### src/rtl/cpu_bus_responder.sv
// Bus target for the tiny_cpu: scratch RAM, GPIO, an 8-bit interval timer and constant vectors.
// Wait states hold RDY low while a latched copy of the access counts down.
module cpu_bus_responder #(
  parameter int unsigned RAM_DEPTH    = 32,
  parameter int unsigned WAIT_STATES  = 1,
  parameter logic [15:0] RESET_VECTOR = 16'h0000,
  parameter logic [15:0] IRQ_VECTOR   = 16'h0000,
  parameter logic [7:0]  OPEN_BUS     = 8'hEA
) (
  input  logic        CLK,
  input  logic        RST,
  input  logic [15:0] ADDRESS,
  input  logic        RW,
  input  logic [7:0]  WR_DATA,
  output logic [7:0]  RD_DATA,
  output logic        RDY,
  output logic        IRQ,
  input  logic [7:0]  GPIO_IN,
  output logic [7:0]  GPIO_OUT
);

  // state | meaning
  // IDLE  | RDY high; bus latched every edge, completes at once when WAIT_STATES=0
  // WAIT  | RDY low; latched access counts down, completes when cnt reaches 0

  localparam int          AW       = (RAM_DEPTH > 1) ? $clog2(RAM_DEPTH) : 1;
  localparam logic [3:0]  CNT_INIT = (WAIT_STATES == 0) ? 4'd0 : 4'(WAIT_STATES - 1);
  localparam logic [15:0] RAM_TOP  = 16'(RAM_DEPTH);

  localparam logic [15:0] A_GPO    = 16'hFF00;
  localparam logic [15:0] A_GPI    = 16'hFF01;
  localparam logic [15:0] A_RELOAD = 16'hFF02;
  localparam logic [15:0] A_CTRL   = 16'hFF03;
  localparam logic [15:0] A_RVL    = 16'hFFFC;
  localparam logic [15:0] A_RVH    = 16'hFFFD;
  localparam logic [15:0] A_IVL    = 16'hFFFE;
  localparam logic [15:0] A_IVH    = 16'hFFFF;

  typedef enum logic {IDLE, WAIT} state_t;

  state_t      state_q, state_d;
  logic        complete;
  logic [3:0]  cnt_q;

  logic [15:0] lat_addr_q;
  logic        lat_rw_q;
  logic [7:0]  lat_wdata_q;

  logic [15:0] acc_addr;
  logic        acc_rw;
  logic [7:0]  acc_wdata;
  logic [AW-1:0] ram_idx;
  logic        hit_ram;
  logic        wr_en;
  logic        wr_ctrl;
  logic [7:0]  rd_val;

  logic [7:0]  ram [RAM_DEPTH];
  logic [7:0]  rd_data_q;
  logic [7:0]  gpio_out_q;
  logic [7:0]  gpi_sync1_q, gpi_sync2_q;

  logic [7:0]  reload_q;
  logic [7:0]  count_q;
  logic        en_q, ie_q, exp_q, irq_q;
  logic        exp_set;

  always_ff @(posedge CLK) begin
    if (RST) state_q <= IDLE;
    else     state_q <= state_d;
  end

  always_comb begin
    state_d  = state_q;
    complete = 1'b0;
    case (state_q)
      IDLE: begin
        if (WAIT_STATES == 0) complete = 1'b1;
        else                  state_d  = WAIT;
      end
      WAIT: begin
        if (cnt_q == 4'd0) begin
          complete = 1'b1;
          state_d  = IDLE;
        end
      end
      default: state_d = IDLE;
    endcase
  end

  always_ff @(posedge CLK) begin
    if (RST) begin
      cnt_q       <= 4'd0;
      lat_addr_q  <= 16'd0;
      lat_rw_q    <= 1'b1;
      lat_wdata_q <= 8'd0;
    end else if (state_q == IDLE) begin
      cnt_q       <= CNT_INIT;
      lat_addr_q  <= ADDRESS;
      lat_rw_q    <= RW;
      lat_wdata_q <= WR_DATA;
    end else if (cnt_q != 4'd0) begin
      cnt_q <= cnt_q - 4'd1;
    end
  end

  // In IDLE the live bus is the access; in WAIT the CPU may move, so use the latched copy.
  assign acc_addr  = (state_q == IDLE) ? ADDRESS : lat_addr_q;
  assign acc_rw    = (state_q == IDLE) ? RW      : lat_rw_q;
  assign acc_wdata = (state_q == IDLE) ? WR_DATA : lat_wdata_q;

  assign ram_idx = acc_addr[AW-1:0];
  assign hit_ram = (acc_addr < RAM_TOP);
  assign wr_en   = complete && !acc_rw;
  assign wr_ctrl = wr_en && (acc_addr == A_CTRL);

  always_comb begin
    rd_val = OPEN_BUS;
    if (hit_ram) begin
      rd_val = ram[ram_idx];
    end else begin
      case (acc_addr)
        A_GPO:    rd_val = gpio_out_q;
        A_GPI:    rd_val = gpi_sync2_q;
        A_RELOAD: rd_val = reload_q;
        A_CTRL:   rd_val = {exp_q, 5'd0, ie_q, en_q};
        A_RVL:    rd_val = RESET_VECTOR[7:0];
        A_RVH:    rd_val = RESET_VECTOR[15:8];
        A_IVL:    rd_val = IRQ_VECTOR[7:0];
        A_IVH:    rd_val = IRQ_VECTOR[15:8];
        default:  rd_val = OPEN_BUS;
      endcase
    end
  end

  // RAM contents survive reset; a reset edge still blocks the commit.
  always_ff @(posedge CLK) begin
    if (!RST && wr_en && hit_ram) ram[ram_idx] <= acc_wdata;
  end

  always_ff @(posedge CLK) begin
    if (RST) begin
      rd_data_q   <= 8'd0;
      gpio_out_q  <= 8'd0;
      reload_q    <= 8'd0;
      gpi_sync1_q <= 8'd0;
      gpi_sync2_q <= 8'd0;
    end else begin
      gpi_sync1_q <= GPIO_IN;
      gpi_sync2_q <= gpi_sync1_q;
      if (complete && acc_rw)                    rd_data_q  <= rd_val;
      if (wr_en && (acc_addr == A_GPO))    gpio_out_q <= acc_wdata;
      if (wr_en && (acc_addr == A_RELOAD)) reload_q   <= acc_wdata;
    end
  end

  assign exp_set = en_q && (count_q == 8'd0);

  always_ff @(posedge CLK) begin
    if (RST) begin
      count_q <= 8'd0;
      en_q    <= 1'b0;
      ie_q    <= 1'b0;
      exp_q   <= 1'b0;
      irq_q   <= 1'b0;
    end else begin
      if (wr_ctrl && acc_wdata[0] && !en_q) count_q <= reload_q;
      else if (en_q)                        count_q <= (count_q == 8'd0) ? reload_q : count_q - 8'd1;

      if (wr_ctrl) begin
        en_q <= acc_wdata[0];
        ie_q <= acc_wdata[1];
      end

      // An expiry on the same edge as a clear-write leaves EXP set.
      if (exp_set)                      exp_q <= 1'b1;
      else if (wr_ctrl && acc_wdata[7]) exp_q <= 1'b0;

      irq_q <= exp_q && ie_q;
    end
  end

  assign RDY      = (state_q == IDLE);
  assign RD_DATA  = rd_data_q;
  assign IRQ      = irq_q;
  assign GPIO_OUT = gpio_out_q;

endmodule

### config.mk
export PLATFORM = sky130hd
export DESIGN_NAME = cpu_bus_responder
export DESIGN_NICKNAME = d
export VERILOG_FILES = /design/src/rtl/cpu_bus_responder.sv
export SDC_FILE = /design/constraint.sdc
export NUM_CORES = 1
export LEC_CHECK = 0
export BUFFER_PORTS_ARGS = -buffer_cell sky130_fd_sc_hd__buf_2
export CAP_MARGIN = 20
export CORE_MARGIN = 2
export CORE_UTILIZATION = 24
export DETAILED_ROUTE_END_ITERATION = 10
export SYNTH_ARGS = -nofsm -noshare
export SYNTH_HDL_FRONTEND = slang
export SYNTH_SLANG_ARGS = --single-unit
### constraint.sdc
create_clock -name CLK -period 3.36 [get_ports CLK]
set_clock_uncertainty 0.2 [all_clocks]
set_input_delay 0.168 -clock CLK [delete_from_list [all_inputs] [get_ports CLK]]
set_output_delay 0.168 -clock CLK [all_outputs]
set_load 0.005 [all_outputs]
==> reports/results.txt <==
Gr usage total: 0.119
Post-cts sizing count: 0
PD cells: 543 nW/µm²
Worst Setup EP: RD_DATA[1]
Final min period: 3.14 ns
Initial DRC count: 770
Vias: 8,745
Diode count: 0
Internal power: 7.03 mW
Max Slew Vio Count: 0
F_max: 318 MHz
Nature of the critical path startpoint: flip-flop
Syn avg cell area: 14.3 µm²
Buf+Inv Stages, Crit Path: 2
Max-Cap Viols: 0
Synth warn: 0
Critical path depth: 7
Dpl hpwl: 23,700 µm
Psw: 2.13 mW
TritonCTS Buffers: 36
Max Buffers Root-to-Sink: 3
Crit path top cell by count: buf_4
Wire per inst: 18.9 µm
Switching Fraction: 0.233
Worst path top cell family by delay: multiplexers
Sum Neg Setup Slack: 0 ns
Clk sinks: 338
Share of cells above drive strength 1: 0.218
Power share of the clock group: 0.423
Share of power burned in registers: 0.501
Max VDD drop: 316 µV
Critical path required time: 3.56 ns
I/O pin count: 53
Routability Congestion: 0.850
Crit Path Category: reg2reg
Critical Path Start: lat_addr_q[0]
RSZ-0062 raised after global routing: false
CP cell instances: mux2_4, buf_4, mux4_2, nor2b_1, a2111oi_0, buf_4, a31oi_1
Final worst path period share: 0.936
Area of the core: 56,600 µm²
Worst setup EP type: flip-flop
Grt ovf: 0
Layout area overhead: 22.5%
Root buf cell: clkbuf_16
Remaining DRCs: 0
Ys async rst share: 0
Buffers on Ports: 52
# setup viols final: 0
Fin nets: 1,154
Post-synthesis sequential area ratio: 0.677
Total number of H-tree levels: 2
Slowest cell on crit path: a2111oi_0
Row count: 87
#FFs+latches synth: 338
Clock transition at path regs: 0.06 ns
Hold Fails Final Rpt: 0
Cell area after synthesis: 13,800 µm²
Vias in the first global route: 8,768
WHS Path Cells: 4
Pin count of the biggest net entering global routing: 68
Leakage power: 5.89 nW
Vias/cell: 4.61
TritonCTS clock tree: yes
Yosys cell types: 63
Worst path max stage delay: 0.68 ns
Drt first pass iters: 7
Critical path fanouts, max: 15
Clock Latency Late Sink: 0.54 ns
Primary FF master, synth: edfxtp_1
Synthesized instance count: 960
Max-Slew Margin vs Limit: 0.317
Antenna violations before repair: 1
Reg2Reg Depth: 7
Die width: 244 µm
Detailed Route WL: 35,900 µm
Mapped Nets: 999
Post-layout util: 0.298
Final ANT Viol Nets: 0
RR Endpoint: RD_DATA[1]
Least-Margin Pin Slew: 0.999 ns
DIE HEIGHT: 244 µm
EDFF count, synth: 256
RR Startpoint: lat_addr_q[0]
Pwr Total: 9.16 mW
Hold crit path type: in2reg
Initial Util: 0.243
Combinational share of power: 0.076
Area of the die: 59,300 µm²
Status: finished, final reports clean
CP Data Arrival Time: 3.34 ns
First-pass GRT wire length: 54,100 µm
R2r setup slk: 0.22 ns
registers in the layout, indices dropped and copies added (netlist names):
signal and cells:
ram 256, lat_addr_q 16, GPIO_OUT 8, RD_DATA 8
count_q 8, gpi_sync1_q 8, gpi_sync2_q 8, lat_wdata_q 8
reload_q 8, cnt_q 4, IRQ 1, en_q 1
exp_q 1, ie_q 1, lat_rw_q 1, state_q 1
cell usage after synthesis, types with 4 or more instances:
cell type / count / area (µm²)
mux2i_1: 88 / 881
a211oi_1: 8 / 60.1
edfxtp_1: 256 / 7690
nor3_1: 44 / 220
nor2_1: 97 / 364
inv_1: 14 / 52.6
buf_1: 5 / 18.8
nor4_1: 15 / 93.8
nand3_1: 12 / 60.1
nand2_1: 51 / 191
mux2_2: 7 / 78.8
nor4b_1: 5 / 43.8
mux4_2: 35 / 788
o21ai_0: 15 / 75.1
nand4_1: 7 / 43.8
clkbuf_1: 20 / 75.1
a21oi_1: 34 / 170
dfxtp_1: 82 / 1640
xnor2_1: 5 / 43.8
ha_1: 4 / 50.1
a2111oi_0: 8 / 70.1
a31oi_1: 8 / 50.1
nor2b_1: 40 / 250
and3_1: 8 / 50.1
o22ai_1: 6 / 37.5
buf_2: 19 / 95.1
worst reg2reg max path: stages, from the launching register on:
cell and delay (ns):
dfxtp_1 0.40, mux2_4 0.35, buf_4 0.36, mux4_2 0.54, nor2b_1 0.18, a2111oi_0 0.68
buf_4 0.24, a31oi_1 0.07
area by class of cell:
type / instances / area, µm²
flip-flops and latches: 338 / 9330
repair buffers: 168 / 1220
clock inverters: 25 / 219
inverters: 14 / 52.6
well taps: 756 / 946
clock buffers: 41 / 941
multi-input cells: 557 / 4160
fillers: 5670 / 39700
routing by layer:
metal  up-vias  share of wire  GRT usage
met1      4396           0.42      0.153
li1       3996              -          -
met5         -              0          0
met2       288           0.49      0.203
met4         0          0.029     0.0402
met3        65          0.062     0.0220
worst min-delay path by stage:
stage | endpoint | slack, ns | startpoint
final | lat_addr_q[1] | 0.11 | ADDRESS[1]
after floorplan | lat_rw_q | 0.09 | RW
after detailed placement | lat_rw_q | 0.19 | RW
after global routing | lat_addr_q[1] | 0.11 | ADDRESS[1]
after global placement | lat_rw_q | 0.19 | RW
after CTS | lat_addr_q[1] | 0.07 | ADDRESS[1]
cell usage in the layout, fill, tap and decap left out, types with 6 or more instances in the layout:
cell and n:
nor3_1 44, mux4_2 35, a211oi_1 8, nand2_1 51
o21ai_0 15, nor2b_1 40, a21oi_1 34, mux2i_1 86
nand3_1 12, mux2_2 7, inv_1 14, nand4_1 7
o22ai_1 6, buf_2 52, dlygate4sd3_1 26, nor4_1 15
clkinv_2 7, dfxtp_1 81, and3_1 8, a31oi_1 8
edfxtp_1 256, clkbuf_16 37, clkinv_1 6, a2111oi_0 8
buf_4 88, nor2_1 97
power by group through the flow:
stage          registers, mW  logic, mW  clock network (mW)
6_report                4.59      0.698                3.87
5_1_grt                 4.59      0.751                4.12
4_1_cts                 4.59      0.705                3.95
3_5_place_dp            4.68      0.681                   0
3_3_place_gp            4.68      0.672                   0
2_1_floorplan           4.66      0.419                   0
through the flow:
stage | area (µm²) | hold slack, ns | worst slack (ns) | instances
6_report | 16900 | 0.112 | 0.216 | 1899
3_3_place_gp | 15400 | 0.193 | 0.367 | 1807
5_1_grt | 16900 | 0.110 | 0.0448 | 1899
3_5_place_dp | 15400 | 0.190 | 0.304 | 1807
2_1_floorplan | 13800 | 0.0904 | 0.559 | 960
4_1_cts | 16900 | 0.0719 | 0.278 | 1899
logic make-up after synthesis:
family | after synthesis | synth area share
AOI/OAI and AO/OA | 117 | 0.0581
xor gates and xnor gates | 6 | 0.00381
adders and majority gates | 4 | 0.00363
buffers and inverters | 65 | 0.0220
DFF | 338 | 0.677
muxes | 131 | 0.128
and+or+nand+nor | 299 | 0.107
repair_timing:
item,4_1_cts,5_1_grt
setup endpoints to repair,0,0
endpoints found under the hold margin,38,0
hold buffers,26,0
buffers inserted,0,0
Power figures use the tool's default switching activity.
